`config.mk`:
```
export PLATFORM = sky130hd
export DESIGN_NAME = seven_seg_scan_ctrl_flat
export DESIGN_NICKNAME = d
export VERILOG_FILES = /design/src/rtl/seven_seg_scan_ctrl_if.sv /design/src/rtl/seven_seg_scan_ctrl.sv /design/src/flat_wrapper.sv
export SDC_FILE = /design/constraint.sdc
export NUM_CORES = 1
export LEC_CHECK = 0
export BUFFER_PORTS_ARGS = -buffer_cell sky130_fd_sc_hd__clkbuf_2
export CORE_MARGIN = 1
export CORE_UTILIZATION = 30
export DETAILED_ROUTE_END_ITERATION = 12
export PLACE_DENSITY_LB_ADDON = 0.2
export SYNTH_ARGS = -nofsm -noshare
export SYNTH_HDL_FRONTEND = slang
export SYNTH_SLANG_ARGS = --single-unit
```
`constraint.sdc`:
```
create_clock -name clk -period 5.8 [get_ports clk]
set_input_delay 0.29 -clock clk [delete_from_list [all_inputs] [get_ports clk]]
set_output_delay 0.29 -clock clk [all_outputs]
set_load 0.1 [all_outputs]
```
`src/rtl/seven_seg_scan_ctrl_if.sv`:
```
// Display-word handshake bundle for seven_seg_scan_ctrl.
//   in_val    : producer has a new display word
//   in_rdy    : controller can accept a new display word
//   in_digits : packed nibbles, digit 0 in [3:0]
//   in_dp     : decimal-point enables, bit i for digit i
// master = producer of display words, slave = scan controller.
interface seven_seg_scan_ctrl_if #(
  parameter int NUM_DIGITS = 4
);
  logic                      in_val;
  logic                      in_rdy;
  logic [4*NUM_DIGITS-1:0]   in_digits;
  logic [NUM_DIGITS-1:0]     in_dp;

  modport master (output in_val, output in_digits, output in_dp, input in_rdy);
  modport slave  (input in_val, input in_digits, input in_dp, output in_rdy);
endinterface

```
`src/rtl/seven_seg_scan_ctrl.sv`:
```
// Time-multiplexed scan controller for a common-anode seven-segment display.
// Lights one digit per refresh period, feeding its nibble to the downstream
// binary-to-seven-segment decoder and pulling its anode low.
// Ports:
//   clk, rst_n  : system clock, asynchronous active-low reset
//   in_if       : display-word handshake (slave side)
//   en          : display enable; 0 blanks and freezes scanning
//   lzs         : leading-zero suppression enable
//   dig, dp     : nibble and decimal point of the lit digit
//   an_n        : active-low anode selects, at most one low
//   frame_start : one-cycle pulse when digit 0 becomes lit
module seven_seg_scan_ctrl #(
  parameter int NUM_DIGITS     = 4,
  parameter int REFRESH_CYCLES = 50000,
  parameter int CNT_W          = 16
) (
  input  logic                  clk,
  input  logic                  rst_n,
  seven_seg_scan_ctrl_if.slave  in_if,
  input  logic                  en,
  input  logic                  lzs,
  output logic [3:0]            dig,
  output logic                  dp,
  output logic [NUM_DIGITS-1:0] an_n,
  output logic                  frame_start
);

  localparam int                IDX_W    = $clog2(NUM_DIGITS);
  localparam logic [IDX_W-1:0]  IDX_LAST = IDX_W'(NUM_DIGITS - 1);
  localparam logic [CNT_W-1:0]  CNT_LAST = CNT_W'(REFRESH_CYCLES - 1);

  logic [CNT_W-1:0]        cnt_q, cnt_d;
  logic [IDX_W-1:0]        idx_q, idx_d;
  logic [4*NUM_DIGITS-1:0] act_q, act_d;
  logic [NUM_DIGITS-1:0]   act_dp_q, act_dp_d;
  logic [4*NUM_DIGITS-1:0] pend_q, pend_d;
  logic [NUM_DIGITS-1:0]   pend_dp_q, pend_dp_d;
  logic                    pend_vld_q, pend_vld_d;
  logic                    started_q, started_d;
  logic [NUM_DIGITS-1:0]   an_n_q, an_n_d;
  logic [3:0]              dig_q, dig_d;
  logic                    dp_q, dp_d;
  logic                    fs_q, fs_d;

  logic                    tick;
  logic                    frame_bnd;
  logic                    xfer;
  logic                    zero_run;
  logic [NUM_DIGITS-1:0]   lead_zero;
  logic                    blank;

  always_comb begin
    tick      = en && (cnt_q == CNT_LAST);
    frame_bnd = tick && (idx_q == IDX_LAST);
    xfer      = in_if.in_val && !pend_vld_q;

    cnt_d = cnt_q;
    if (en) cnt_d = tick ? '0 : cnt_q + 1'b1;

    idx_d = idx_q;
    if (tick) idx_d = (idx_q == IDX_LAST) ? '0 : idx_q + 1'b1;

    // The pending word is only promoted on a frame boundary so the display
    // never shows a mix of old and new digits. A transfer can only land when
    // nothing is pending, so it never collides with a promotion.
    act_d      = act_q;
    act_dp_d   = act_dp_q;
    pend_d     = pend_q;
    pend_dp_d  = pend_dp_q;
    pend_vld_d = pend_vld_q;
    if (frame_bnd && pend_vld_q) begin
      act_d      = pend_q;
      act_dp_d   = pend_dp_q;
      pend_vld_d = 1'b0;
    end
    if (xfer) begin
      pend_d     = in_if.in_digits;
      pend_dp_d  = in_if.in_dp;
      pend_vld_d = 1'b1;
    end

    // Outputs stay dark until the first tick after reset selects digit 0.
    started_d = started_q | tick;

    // lead_zero[i]: digit i and every digit above it are zero.
    zero_run  = 1'b1;
    lead_zero = '0;
    for (int i = NUM_DIGITS - 1; i >= 0; i--) begin
      zero_run     = zero_run & (act_d[4*i +: 4] == 4'd0);
      lead_zero[i] = zero_run;
    end

    blank = !en || !started_d || (lzs && (idx_d != '0) && lead_zero[idx_d]);

    an_n_d = '1;
    dig_d  = 4'd0;
    dp_d   = 1'b0;
    if (!blank) begin
      an_n_d[idx_d] = 1'b0;
      dig_d         = act_d[4*idx_d +: 4];
      dp_d          = act_dp_d[idx_d];
    end

    // Pulses even when digit 0 is blanked; tick already implies en.
    fs_d = tick && (idx_d == '0);
  end

  always_ff @(posedge clk or negedge rst_n) begin
    if (!rst_n) begin
      cnt_q      <= '0;
      idx_q      <= IDX_LAST;
      act_q      <= '0;
      act_dp_q   <= '0;
      pend_q     <= '0;
      pend_dp_q  <= '0;
      pend_vld_q <= 1'b0;
      started_q  <= 1'b0;
      an_n_q     <= '1;
      dig_q      <= 4'd0;
      dp_q       <= 1'b0;
      fs_q       <= 1'b0;
    end else begin
      cnt_q      <= cnt_d;
      idx_q      <= idx_d;
      act_q      <= act_d;
      act_dp_q   <= act_dp_d;
      pend_q     <= pend_d;
      pend_dp_q  <= pend_dp_d;
      pend_vld_q <= pend_vld_d;
      started_q  <= started_d;
      an_n_q     <= an_n_d;
      dig_q      <= dig_d;
      dp_q       <= dp_d;
      fs_q       <= fs_d;
    end
  end

  assign in_if.in_rdy = !pend_vld_q;
  assign an_n         = an_n_q;
  assign dig          = dig_q;
  assign dp           = dp_q;
  assign frame_start  = fs_q;

endmodule

```
`src/flat_wrapper.sv`:
```
// flat-port wrapper written by rule: the top's interface ports become plain ports
module seven_seg_scan_ctrl_flat 
#(
  parameter int NUM_DIGITS     = 4,
  parameter int REFRESH_CYCLES = 50000,
  parameter int CNT_W          = 16
)
  (clk, rst_n, en, lzs, dig, dp, an_n, frame_start, in_if_in_val, in_if_in_digits, in_if_in_dp, in_if_in_rdy);
  seven_seg_scan_ctrl_if #(.NUM_DIGITS(NUM_DIGITS)) in_if_i ();
  input  logic clk;
  input  logic rst_n;
  input  logic en;
  input  logic lzs;
  output logic [3:0] dig;
  output logic dp;
  output logic [NUM_DIGITS-1:0] an_n;
  output logic frame_start;
  input wire logic [$bits(in_if_i.in_val)-1:0] in_if_in_val;
  input wire logic [$bits(in_if_i.in_digits)-1:0] in_if_in_digits;
  input wire logic [$bits(in_if_i.in_dp)-1:0] in_if_in_dp;
  output wire logic [$bits(in_if_i.in_rdy)-1:0] in_if_in_rdy;
  assign in_if_i.in_val = in_if_in_val;
  assign in_if_i.in_digits = in_if_in_digits;
  assign in_if_i.in_dp = in_if_in_dp;
  assign in_if_in_rdy = in_if_i.in_rdy;
  seven_seg_scan_ctrl #(.NUM_DIGITS(NUM_DIGITS), .REFRESH_CYCLES(REFRESH_CYCLES), .CNT_W(CNT_W)) u_core (.clk(clk), .rst_n(rst_n), .in_if(in_if_i), .en(en), .lzs(lzs), .dig(dig), .dp(dp), .an_n(an_n), .frame_start(frame_start));
endmodule
```
==> summary.md, run 1 <==
| Metric | Value |
|---|---|
| Outcome | complete, no violations |
| Final setup viols | 0 |
| RSZ-0062 raised after global routing | false |
| Final WS setup | roughly 2.6 ns |
| Synth Area per Inst | about 11 um^2 |
| Slew HR | 0.344 |
| Crit path capture type | flip-flop |
| Largest net degree at the start of global routing | 71 |
| Starting Density | 0.313 |
| Ant. Diodes | 0 |
| Global-route wire length before repair | about 12 mm |
| Worst Setup Start Kind | flip-flop |
| Cells after DPL | ~460 |
| Fmax | between 300 and 400 MHz |
| Final Hold Viols | 0 |
| CTS buffer count | 9 |
| Share of cells above drive strength 1 | 0.268 |
| Count leader, synth | dfrtp_1 |
| Setup_tns | 0 ns |
| Final worst-path cycle share | 0.556 |
| Clock Sinks | 70 |
| Max rail drop VDD | between 100 and 150 uV |
| Slew of the pin with the lowest slew margin | about 0.98 ns |
| H-tree Lvls | 3 |
| CP startpoint | u_core.cnt_q[11] |
| Clock Skews | roughly 0.010 ns |
| Combinational power share | 0.073 |
| Sequential power share | 0.503 |
| Vias in the first global route | roughly 2300 |
| Sw Share | 0.239 |
| Synth Register Bits | 70 |
| Initial drt markers | 86 |
| Vias | 2268 |
| Ys flop type | dfrtp_1 |
| Total track usage | 0.137 |
| Asr flop ratio synth | 1.00 |
| Worst Reg2Reg Path Length in Cells | 6 |
| Hold_buf cts | 0 |
| Non-Filler Instances | approximately 470 |
| Synth area leaders | dfrtp_1 49%, mux2_2 7.9%, nand2_1 5.9% |
| Routability congestion estimate from global placement | ~0.77 |
| Vias/cell | slightly below 5 |
| Residual DRC | 0 |
| Number of flops mapped to enable cells by yosys | 0 |
| Yosys warnings | 0 |
| Int Pwr | approximately 860 uW |
| Nets | roughly 360 |
| Final wirelength | ~7 mm |
| Die X | approximately 110 um |
| Crit Path Class | flip-flop to flip-flop |
| Final core area utilization | 0.364 |
| Detail Route Antenna Nets | 0 |
| Longest Clk Path Bufs | 2 |
| GRT Residual Overflow | 0 |
| Die span in y | between 100 and 150 um |
| R2r setup slk | around 2.6 ns |
| Crit path arrival time | ~3.5 ns |
| Post-synth top area cell | dfrtp_1 |
| Synth Net Count | about 320 |
| Seq/Total Area, Yosys | 0.539 |
| Pwr/cell area | around 300 nW/um^2 |
| Cell variety after synth | 49 |
| Area Growth Syn to Fin | 16.1% |
| Max cap viols | 0 |
| Worst-Skew Late Latency | around 0.35 ns |
| CORE AREA | about 10000 um^2 |
| Commonest cells post-synth | 64 x dfrtp_1, 51 x nand2_1, 23 x mux2_2 |
| Worst-path clk slew | around 0.08 ns |
| Antenna violations before repair | 0 |
| Count of final max-slew check failures | 0 |
| Peak fanout along the critical path | 17 |
| RR Endpoint | u_core.dp |
| Min Tclk post-route | 3.23 ns |
| Root buf cell | clkbuf_8 |
| Die ar. | 11300 um^2 |
| CTS tree | yes |
| Input/output buffers | 35 |
| Reg-to-Reg Start | u_core.cnt_q[11] |
| Crit path required time | slightly above 6 ns |
| Net Sw Power | between 200 and 300 uW |
| Drt wl/cell | between 10 and 15 um |
| Critical path capture point | u_core.dp |
| Pre-CTS WS | roughly 2.6 ns |
| Synth top area share | 0.491 |
| Num rows | 37 |
| Hold Crit Class | primary input to asynchronous set/reset pin |
| I/O pin cnt | 36 |
| DP HPWL | a little under 5 mm |
| Pre-Repair DR Iteration Count | 4 |
| Post-CTS sizing | 0 |
| Syn Inst Count | just under 300 |
| Clock share of power | 0.424 |
| Post-Syn Area | ~3300 um^2 |
| Static Leak | roughly 1.8 nW |
| Post-CTS setup buffers | 0 |
## layer usage
metal	vias up	routed length [um]	GRT usage	share of wire
met5	-	0	0	0
met4	0	90	0.0506	0.013
met3	11	280	0.0343	0.040
met2	40	3310	0.218	0.47
met1	1114	3360	0.181	0.48
li1	1103	-	-	-
## power groups by stage
stage | clock network (mW) | logic [mW] | registers [mW]
after floorplan | 0 | 0.0706 | 0.553
after global placement | 0 | 0.0824 | 0.574
after detailed placement | 0 | 0.0836 | 0.575
after CTS | 0.496 | 0.0845 | 0.565
after global routing | 0.515 | 0.0949 | 0.572
final | 0.477 | 0.0820 | 0.565
## state kept, by name, summed over array words and instances (netlist names)
signal / flops
u_core.act_q: 16
u_core.cnt_q: 16
u_core.pend_q: 16
u_core.act_dp_q: 4
u_core.an_n: 4
u_core.dig: 4
u_core.pend_dp_q: 4
u_core.idx_q: 2
u_core.dp: 1
u_core.frame_start: 1
u_core.pend_vld_q: 1
u_core.started_q: 1
## worst min path at each step
stage,startpoint,to,slack [ns],cells past startpoint
floorplan,rst_n,u_core.act_dp_q[0],-0.006,0
CTS,in_if_in_digits[13],u_core.pend_q[13],0.14,2
detailed placement,u_core.started_q,u_core.started_q,0.45,1
finish,rst_n,u_core.cnt_q[13],0.12,2
global placement,u_core.act_q[0],u_core.act_q[0],0.45,2
global route,in_if_in_digits[10],u_core.pend_q[10],0.15,2
## critical path, stage by stage (launching register included)
cell and delay [ns]:
dfrtp_1 0.43, or4b_4 0.58, nor4_4 0.84, mux2i_1 0.69, and4b_4 0.34, a31oi_4 0.11, o31a_1 0.13
## cells by family (layout without fill, tap and decap cells)
family	after synthesis	count (layout)	synth area share
and+or+nand+nor	115	115	0.183
DFF	70	70	0.539
AOI/OAI and AO/OA	36	36	0.0824
muxes	35	35	0.118
buffers and inverters	26	65	0.0357
xor gates and xnor gates	13	13	0.0349
adders and majority gates	2	2	0.00767
## stage by stage
stage	hold slack (ns)	power, mW	instance area (um^2)
detailed placement	0.447	0.658	3550
global placement	0.448	0.657	3550
CTS	0.144	1.14	3790
finish	0.125	1.12	3790
global route	0.152	1.18	3790
floorplan	-0.00559	0.624	3260
## placed cells by master, fill, tap and decap left out, types with 6 or more instances in the layout
| cell type | synthesis | layout |
|---|---|---|
| nand4_1 | 6 | 6 |
| dfstp_2 | 6 | 6 |
| xnor2_1 | 8 | 8 |
| mux2i_1 | 11 | 11 |
| a21oi_1 | 10 | 10 |
| mux2_2 | 23 | 23 |
| nor4_1 | 7 | 7 |
| clkbuf_2 | 0 | 34 |
| clkbuf_8 | 0 | 9 |
| nor3_1 | 7 | 7 |
| nor2_1 | 16 | 16 |
| dfrtp_1 | 64 | 64 |
| nand2_1 | 51 | 51 |
| inv_1 | 13 | 13 |
## area by class of cell
| cell class | count | area [um^2] |
|---|---|---|
| Tap cell | 136 | 170 |
| Fill cell | 1066 | 6630 |
| Clock buffer | 11 | 131 |
| Inverter | 13 | 48.8 |
| Clock inverter | 5 | 108 |
| Timing Repair Buffer | 36 | 183 |
| Multi-Input combinational cell | 201 | 1390 |
| Sequential cell | 70 | 1760 |
No activity file was read; power rests on OpenSTA's default activity.
==> inputs of run 2 (changes only) <==
- ABC_AREA: not set -> 1
- clock period: 5.8 -> 2.9 ns (I/O delays scaled with it)
==> summary.md, run 2 <==
| Metric | Value |
|---|---|
| Max rail drop VDD | 289 uV (+150%) |
| Num rows | 37 (unchanged) |
| Final wirelength | 6.22 mm (-12%) |
| RSZ-0062 raised after global routing | false |
| H-tree Lvls | 3 (unchanged) |
| Fillers | 1081 (+1.4%) |
| Total track usage | 0.128 (-0.00980) |
| Worst Setup Start Kind | flip-flop |
| Share of cells above drive strength 1 | 0.295 (+0.0272) |
| Final setup viols | 0 (unchanged) |
| Simple-gate share of the synthesized area | 0.234 (+0.0513) |
| Pwr/cell area | 591 nW/um^2 (+99%) |
| Post-synthesis compound-gate area fraction | 0.0774 (-0.00503) |
| Routability congestion estimate from global placement | 0.761 (-0.69%) |
| Residual DRC | 0 (unchanged) |
| Final Hold Viols | 0 (unchanged) |
| DP HPWL | 4.69 mm (-5.2%) |
| Detail Route Antenna Nets | 0 (unchanged) |
| Syn Inst Count | 335 (+13%) |
| Synth Register Bits | 70 (unchanged) |
| Most frequent cells in the layout | 64 x nand2_1, 64 x dfrtp_1, 34 x clkbuf_2 |
| Input/output buffers | 35 (unchanged) |
| Slew HR | 0.457 (+0.113) |
| Synth area leaders | dfrtp_1 51%, nand2_1 7.6%, dfstp_2 5.0% |
| Yosys warnings | 0 (unchanged) |
| Area of the multi-input gates | 1180 um^2 (-15%) |
| Clock Sinks | 70 (unchanged) |
| Post-Synth Adder-Cell Area | 0.00790 (+0.000230) |
| Hold Crit Class | primary input to flip-flop |
| Longest Clk Path Bufs | 2 (unchanged) |
| Min Tclk post-route | 2.58 ns (-0.648 ns) |
| Post-synth top area cell | dfrtp_1 |
| Area Growth Syn to Fin | 17.7% |
| Drt wl/cell | 12.0 um (-20%) |
| Clock Skews | 0.0107 ns (+0.000453 ns) |
| CTS buffer count | 9 (unchanged) |
| Pre-Repair DR Iteration Count | 8 (+4) |
| Fmax | 388 MHz (+25%) |
| Vias in the first global route | 2234 (-0.89%) |
| Root buf cell | clkbuf_8 |
| Ant. Diodes | 0 (unchanged) |
| Slew of the pin with the lowest slew margin | 0.812 ns (-0.167 ns) |
| Post-CTS setup buffers | 0 (unchanged) |
| Max cap viols | 0 (unchanged) |
| Number of flops mapped to enable cells by yosys | 0 (unchanged) |
| Setup_tns | 0 ns (unchanged) |
| Synth Area per Inst | 9.46 um^2 (-14%) |
| GRT Residual Overflow | 0 (unchanged) |
| Global-route wire length before repair | 10.9 mm (-7.8%) |
| R2r setup slk | 0.32 ns (-2.25 ns) |
| Crit path required time | 3.12 ns (-2.91 ns) |
| Die span in y | 105 um (-1.4%) |
| Antenna violations before repair | 0 (unchanged) |
| FF+latch area | 1760 um^2 (unchanged) |
| Combinational family with the most area after synthesis | simple AND/OR/NAND/NOR gates |
| Fraction of synthesized area in multiplexers | 0.0427 (-0.0751) |
| Synth top area share | 0.506 (+0.0147) |
| Seq/Total Area, Yosys | 0.555 (+0.0162) |
| Nets | 405 (+13%) |
| CORE AREA | 10300 um^2 (-1.3%) |
| Die X | 105 um (-1.4%) |
| Final core area utilization | 0.363 (-0.00117) |
| CTS tree | yes |
| Synth Net Count | 362 (+12%) |
| Vias/cell | 4.31 (-10%) |
| Asr flop ratio synth | 1.00 (unchanged) |
| Worst-Skew Late Latency | 0.34 ns (about the same) |
| Initial drt markers | 101 (+17%) |
| Final worst-path cycle share | 0.889 (+0.333) |
| Crit Path Class | flip-flop to flip-flop |
| Die ar. | 11000 um^2 (-2.9%) |
| Crit path arrival time | 2.80 ns (-0.66 ns) |
| Hold path depth | 2 |
| Largest net degree at the start of global routing | 29 (-59%) |
| Outcome | complete, no violations |
| Commonest cells post-synth | 64 x dfrtp_1, 64 x nand2_1, 33 x inv_1 |
| Ys flop type | dfrtp_1 |
| Cell variety after synth | 35 (-29%) |
| Starting Density | 0.308 (-0.00502) |
| Peak fanout along the critical path | 13 (-4) |
| Worst Reg2Reg Path Length in Cells | 14 (+8) |
| Xor/xnor cell area share of the yosys netlist | 0.0111 (-0.0238) |
| I/O pin cnt | 36 (unchanged) |
| Worst-path clk slew | 0.08 ns (about the same) |
| Count of final max-slew check failures | 0 (unchanged) |
| Static Leak | 1.90 nW (+4.3%) |
| Top flop regs | u_core.act_q (16), u_core.cnt_q (16), u_core.pend_q (16) |
| Vias | 2238 (-1.3%) |
| Crit path capture type | flip-flop |
| Post-Syn Area | 3170 um^2 (-2.9%) |
==> run 2: cell types whose count changed after synthesis, moves of 6 or more <==
cell / before / now
nor4_1: 7 / 0
xnor2_1: 8 / 2
mux2i_1: 11 / 0
o21ai_1: 0 / 7
a21oi_1: 10 / 23
inv_1: 13 / 33
nand2_2: 0 / 14
nand2_1: 51 / 64
nor2_2: 0 / 8
nand3_1: 5 / 16
nor2_1: 16 / 27
mux2_2: 23 / 12
==> run 2: worst max-delay path, stage by stage, from the launching register on <==
cell      delay, ns
dfrtp_1        0.41
ha_1           0.21
nand2_4        0.06
clkinv_2       0.06
nand2_2        0.06
nor2_4         0.25
nand2_1        0.35
nand2_1        0.17
o21ai_2        0.11
nor2_2         0.30
inv_2          0.06
nand2_2        0.08
nand2_1        0.08
o21bai_4       0.21
nor2_2         0.05
==> run 2: through the flow <==
stage | worst slack [ns] | std cells | hold WS (ns) | power [mW] | cell area (um^2)
final | 0.321 | 519 | 0.0279 | 2.20 | 3730
after global routing | 0.0369 | 519 | 0.0117 | 2.32 | 3730
after CTS | 0.302 | 519 | 0.0137 | 2.24 | 3730
after detailed placement | 0.324 | 502 | 0.208 | 1.33 | 3490
after global placement | 0.394 | 502 | 0.204 | 1.33 | 3490
after floorplan | 0.935 | 335 | -0.151 | 1.25 | 3170
==> run 2: report_power, final <==
part           total, mW  leakage (nW)  switching, mW  internal, mW
Sequential          1.10         0.865         0.0552          1.05
Combinational      0.204         0.924          0.119        0.0842
Clock              0.895         0.113          0.381         0.514
==> run 2: layer usage <==
layer  global-route usage  part of all wire  up-vias
met5                    0                 0        -
met4               0.0543             0.014        0
met3               0.0299             0.030        9
li1                     -                 -     1163
met1                0.185              0.55     1031
met2                0.181              0.41       35
==> run 2: worst paths after layout <==
path                                endpoint                 from
setup / recovery               u_core.dig[3]      u_core.cnt_q[0]
hold / removal             u_core.pend_q[14]  in_if_in_digits[14]
setup reg to reg               u_core.dig[3]      u_core.cnt_q[0]
hold reg to reg             u_core.started_q     u_core.started_q
max in group asynchronous    u_core.idx_q[0]                rst_n
min in group asynchronous  u_core.pend_q[12]                rst_n
==> run 2: repair_timing <==
item,in CTS,in global routing
endpoints found under the hold margin,22,0
gates resized for setup,0,0
hold buffers,1,0
==> run 2: final cells by class <==
class / instances / area share
clock buffer: 10 / 0.0369
clock inverter: 6 / 0.0252
inverter: 39 / 0.0396
multi-input combinational: 215 / 0.317
sequential: 70 / 0.472
tap: 136 / 0.0457
timing repair buffer: 43 / 0.0638
==> run 2: cells by family (layout without fill, tap and decap cells) <==
group | Yosys count | after routing
simple gates | 154 | 154
flops | 70 | 70
buf+inv | 50 | 98
compound gates | 43 | 43
mux | 12 | 12
xor+xnor | 4 | 4
fa+ha+maj | 2 | 2
==> inputs of run 3 (changes only) <==
--- a/config.mk
+++ b/config.mk
@@ -13,2 +13,3 @@
 export PLACE_DENSITY_LB_ADDON = 0.2
+export SETUP_SLACK_MARGIN = 0.2
 export SYNTH_ARGS = -nofsm -noshare
==> constraint.sdc (replaced) <==
create_clock -name clk -period 2.9 [get_ports clk]
set_input_delay 0.29 -clock clk [delete_from_list [all_inputs] [get_ports clk]]
set_output_delay 0.29 -clock clk [all_outputs]
set_load 0.1 [all_outputs]
==> summary.md, run 3 (synthesis results as in run 2) <==
| Metric | Value |
|---|---|
| Routability congestion estimate from global placement | 0.803 (+5.5%) |
| Max rail drop VDD | 263 uV (-9.1%) |
| Crit path capture type | flip-flop |
| Global-route wire length before repair | 10.7 mm (-1.9%) |
| Longest Clk Path Bufs | 2 (unchanged) |
| Vias in the first global route | 2205 (-1.3%) |
| WP buf/inv | 2 (unchanged) |
| Crit Path Class | flip-flop to flip-flop |
| Post-layout power | 2.18 mW (-0.82%) |
| Crit path arrival time | 2.63 ns (-0.17 ns) |
| Vias | 2254 (+0.71%) |
| R2r setup slk | 0.50 ns (+0.18 ns) |
| Pwr/cell area | 589 nW/um^2 (-0.32%) |
| Most frequent cells in the layout | 64 x dfrtp_1, 63 x nand2_1, 34 x clkbuf_2 |
| CP top delay family | simple AND/OR/NAND/NOR gates |
| Clock Sinks | 70 (unchanged) |
| Max cap viols | 0 (unchanged) |
| I/O pin cnt | 36 (unchanged) |
| RSZ-0062 raised after global routing | false |
| Share of cells above drive strength 1 | 0.295 (-0.000302) |
| Area Growth Syn to Fin | 17.1% |
| Setup_tns | 0 ns (unchanged) |
| Biggest cell delay along the critical path | 0.40 ns (about the same) |
| Peak fanout along the critical path | 13 (unchanged) |
| Final setup viols | 0 (unchanged) |
| RR Endpoint | u_core.dig[1] |
| Drt wl/cell | 12.1 um (+0.91%) |
| Count of final max-slew check failures | 0 (unchanged) |
| Starting Density | 0.308 (unchanged) |
| Fillers | 1088 (+0.65%) |
| Reg-to-Reg Start | u_core.cnt_q[0] |
| Post-CTS setup buffers | 0 (unchanged) |
| Worst-path clk slew | 0.08 ns (about the same) |
| CP dominant cell by count | nand2_2 |
| CP max stage cell | dfrtp_1 |
| CORE AREA | 10300 um^2 (unchanged) |
| Static Leak | 1.89 nW (-0.72%) |
| Largest net degree at the start of global routing | 40 (+38%) |
| Most common cell after layout, fill and taps aside | dfrtp_1 |
| Hold_buf cts | 0 (-1) |
| Final Hold Viols | 5 (+5) |
| Min Tclk post-route | 2.40 ns (-0.178 ns) |
| Nets | 402 (-0.74%) |
| Die ar. | 11000 um^2 (unchanged) |
| Slew HR | 0.463 (+0.00565) |
| FF+latch area | 1760 um^2 (unchanged) |
| CTS buffer count | 9 (unchanged) |
| Initial drt markers | 105 (+4.0%) |
| Hold Crit Class | primary input to asynchronous set/reset pin |
| Root buf cell | clkbuf_8 |
| Die span in y | 105 um (unchanged) |
| Antenna violations before repair | 0 (unchanged) |
| Vias/cell | 4.37 (+1.3%) |
| H-tree Lvls | 3 (unchanged) |
| Num rows | 37 (unchanged) |
| Post-CTS sizing | 0 (unchanged) |
| Worst path cell trace | ha_1 -> nand2_4 -> clkinv_2 -> nand2_2 -> nor2_4 -> nand2_2 -> nand2_1 -> o21ai_2 -> nor2_2 -> inv_2 -> nand2_2 -> nand2_1 -> o21bai_4 -> nor2_2 |
| Final worst-path cycle share | 0.828 (-0.0614) |
| Outcome | finished, violations left |
| Area of the multi-input gates | 1180 um^2 (+0.21%) |
| Final wirelength | 6.24 mm (+0.32%) |
| Clock Skews | 0.0102 ns (-0.000444 ns) |
| CTS tree | yes |
| Hold Slack | -0.0172 ns (-0.0451 ns) |
| Worst Setup Start Kind | flip-flop |
| Detail Route Antenna Nets | 0 (unchanged) |
| Pre-Repair DR Iteration Count | 6 (-2) |
| Crit path required time | 3.13 ns (about the same) |
| Input/output buffers | 35 (unchanged) |
| Total track usage | 0.126 (-0.00203) |
| GRT Residual Overflow | 0 (unchanged) |
| Residual DRC | 0 (unchanged) |
| Top flop regs | u_core.act_q (16), u_core.cnt_q (16), u_core.pend_q (16) |
| Fmax | 416 MHz (+7.4%) |
| Slew of the pin with the lowest slew margin | 0.804 ns (-0.00845 ns) |
| Die X | 105 um (unchanged) |
| Worst Reg2Reg Path Length in Cells | 14 (unchanged) |
| DP HPWL | 4.63 mm (-1.4%) |
| Ant. Diodes | 0 (unchanged) |
| Violated checks | negative hold slack |
| Worst-Skew Late Latency | 0.35 ns (about the same) |
## run 3: metal layers
metal / routed length (um) / track usage
met1: 3300 / 0.181
met2: 2650 / 0.176
met3: 232 / 0.0274
met4: 53 / 0.0634
met5: 0 / 0
## run 3: where the power goes
group          switching, mW  leakage [nW]  total, mW  internal [mW]
Clock                  0.371         0.108      0.875          0.504
Combinational          0.120         0.915      0.204         0.0841
Sequential            0.0562         0.865       1.10           1.05
Total                  0.547          1.89       2.18           1.64
## run 3: through the flow
stage	setup slack, ns	utilization	std cells	instance area, um^2
after global routing	0.296	0.361	516	3710
after floorplan	0.935	-	335	3170
after detailed placement	0.344	0.339	500	3480
after global placement	0.401	0.339	500	3480
final	0.499	0.361	516	3710
after CTS	0.313	0.361	516	3710
## run 3: cell type report
cell class                      count  area share
Tap cell                          136      0.0459
Sequential cell                    70       0.474
Timing Repair Buffer               40      0.0607
Inverter                           39      0.0398
Clock inverter                      6      0.0229
Multi-Input combinational cell    215       0.319
Clock buffer                       10      0.0371
## run 3: worst max path at each step
stage | depth (start not counted) | endpoint | startpoint
after global placement | 14 | u_core.dig[3] | u_core.cnt_q[0]
after detailed placement | 14 | u_core.dp | u_core.cnt_q[0]
final | 14 | u_core.dig[1] | u_core.cnt_q[0]
after CTS | 14 | u_core.dp | u_core.cnt_q[0]
after floorplan | 14 | u_core.dig[0] | u_core.cnt_q[0]
after global routing | 14 | u_core.dig[3] | u_core.cnt_q[0]
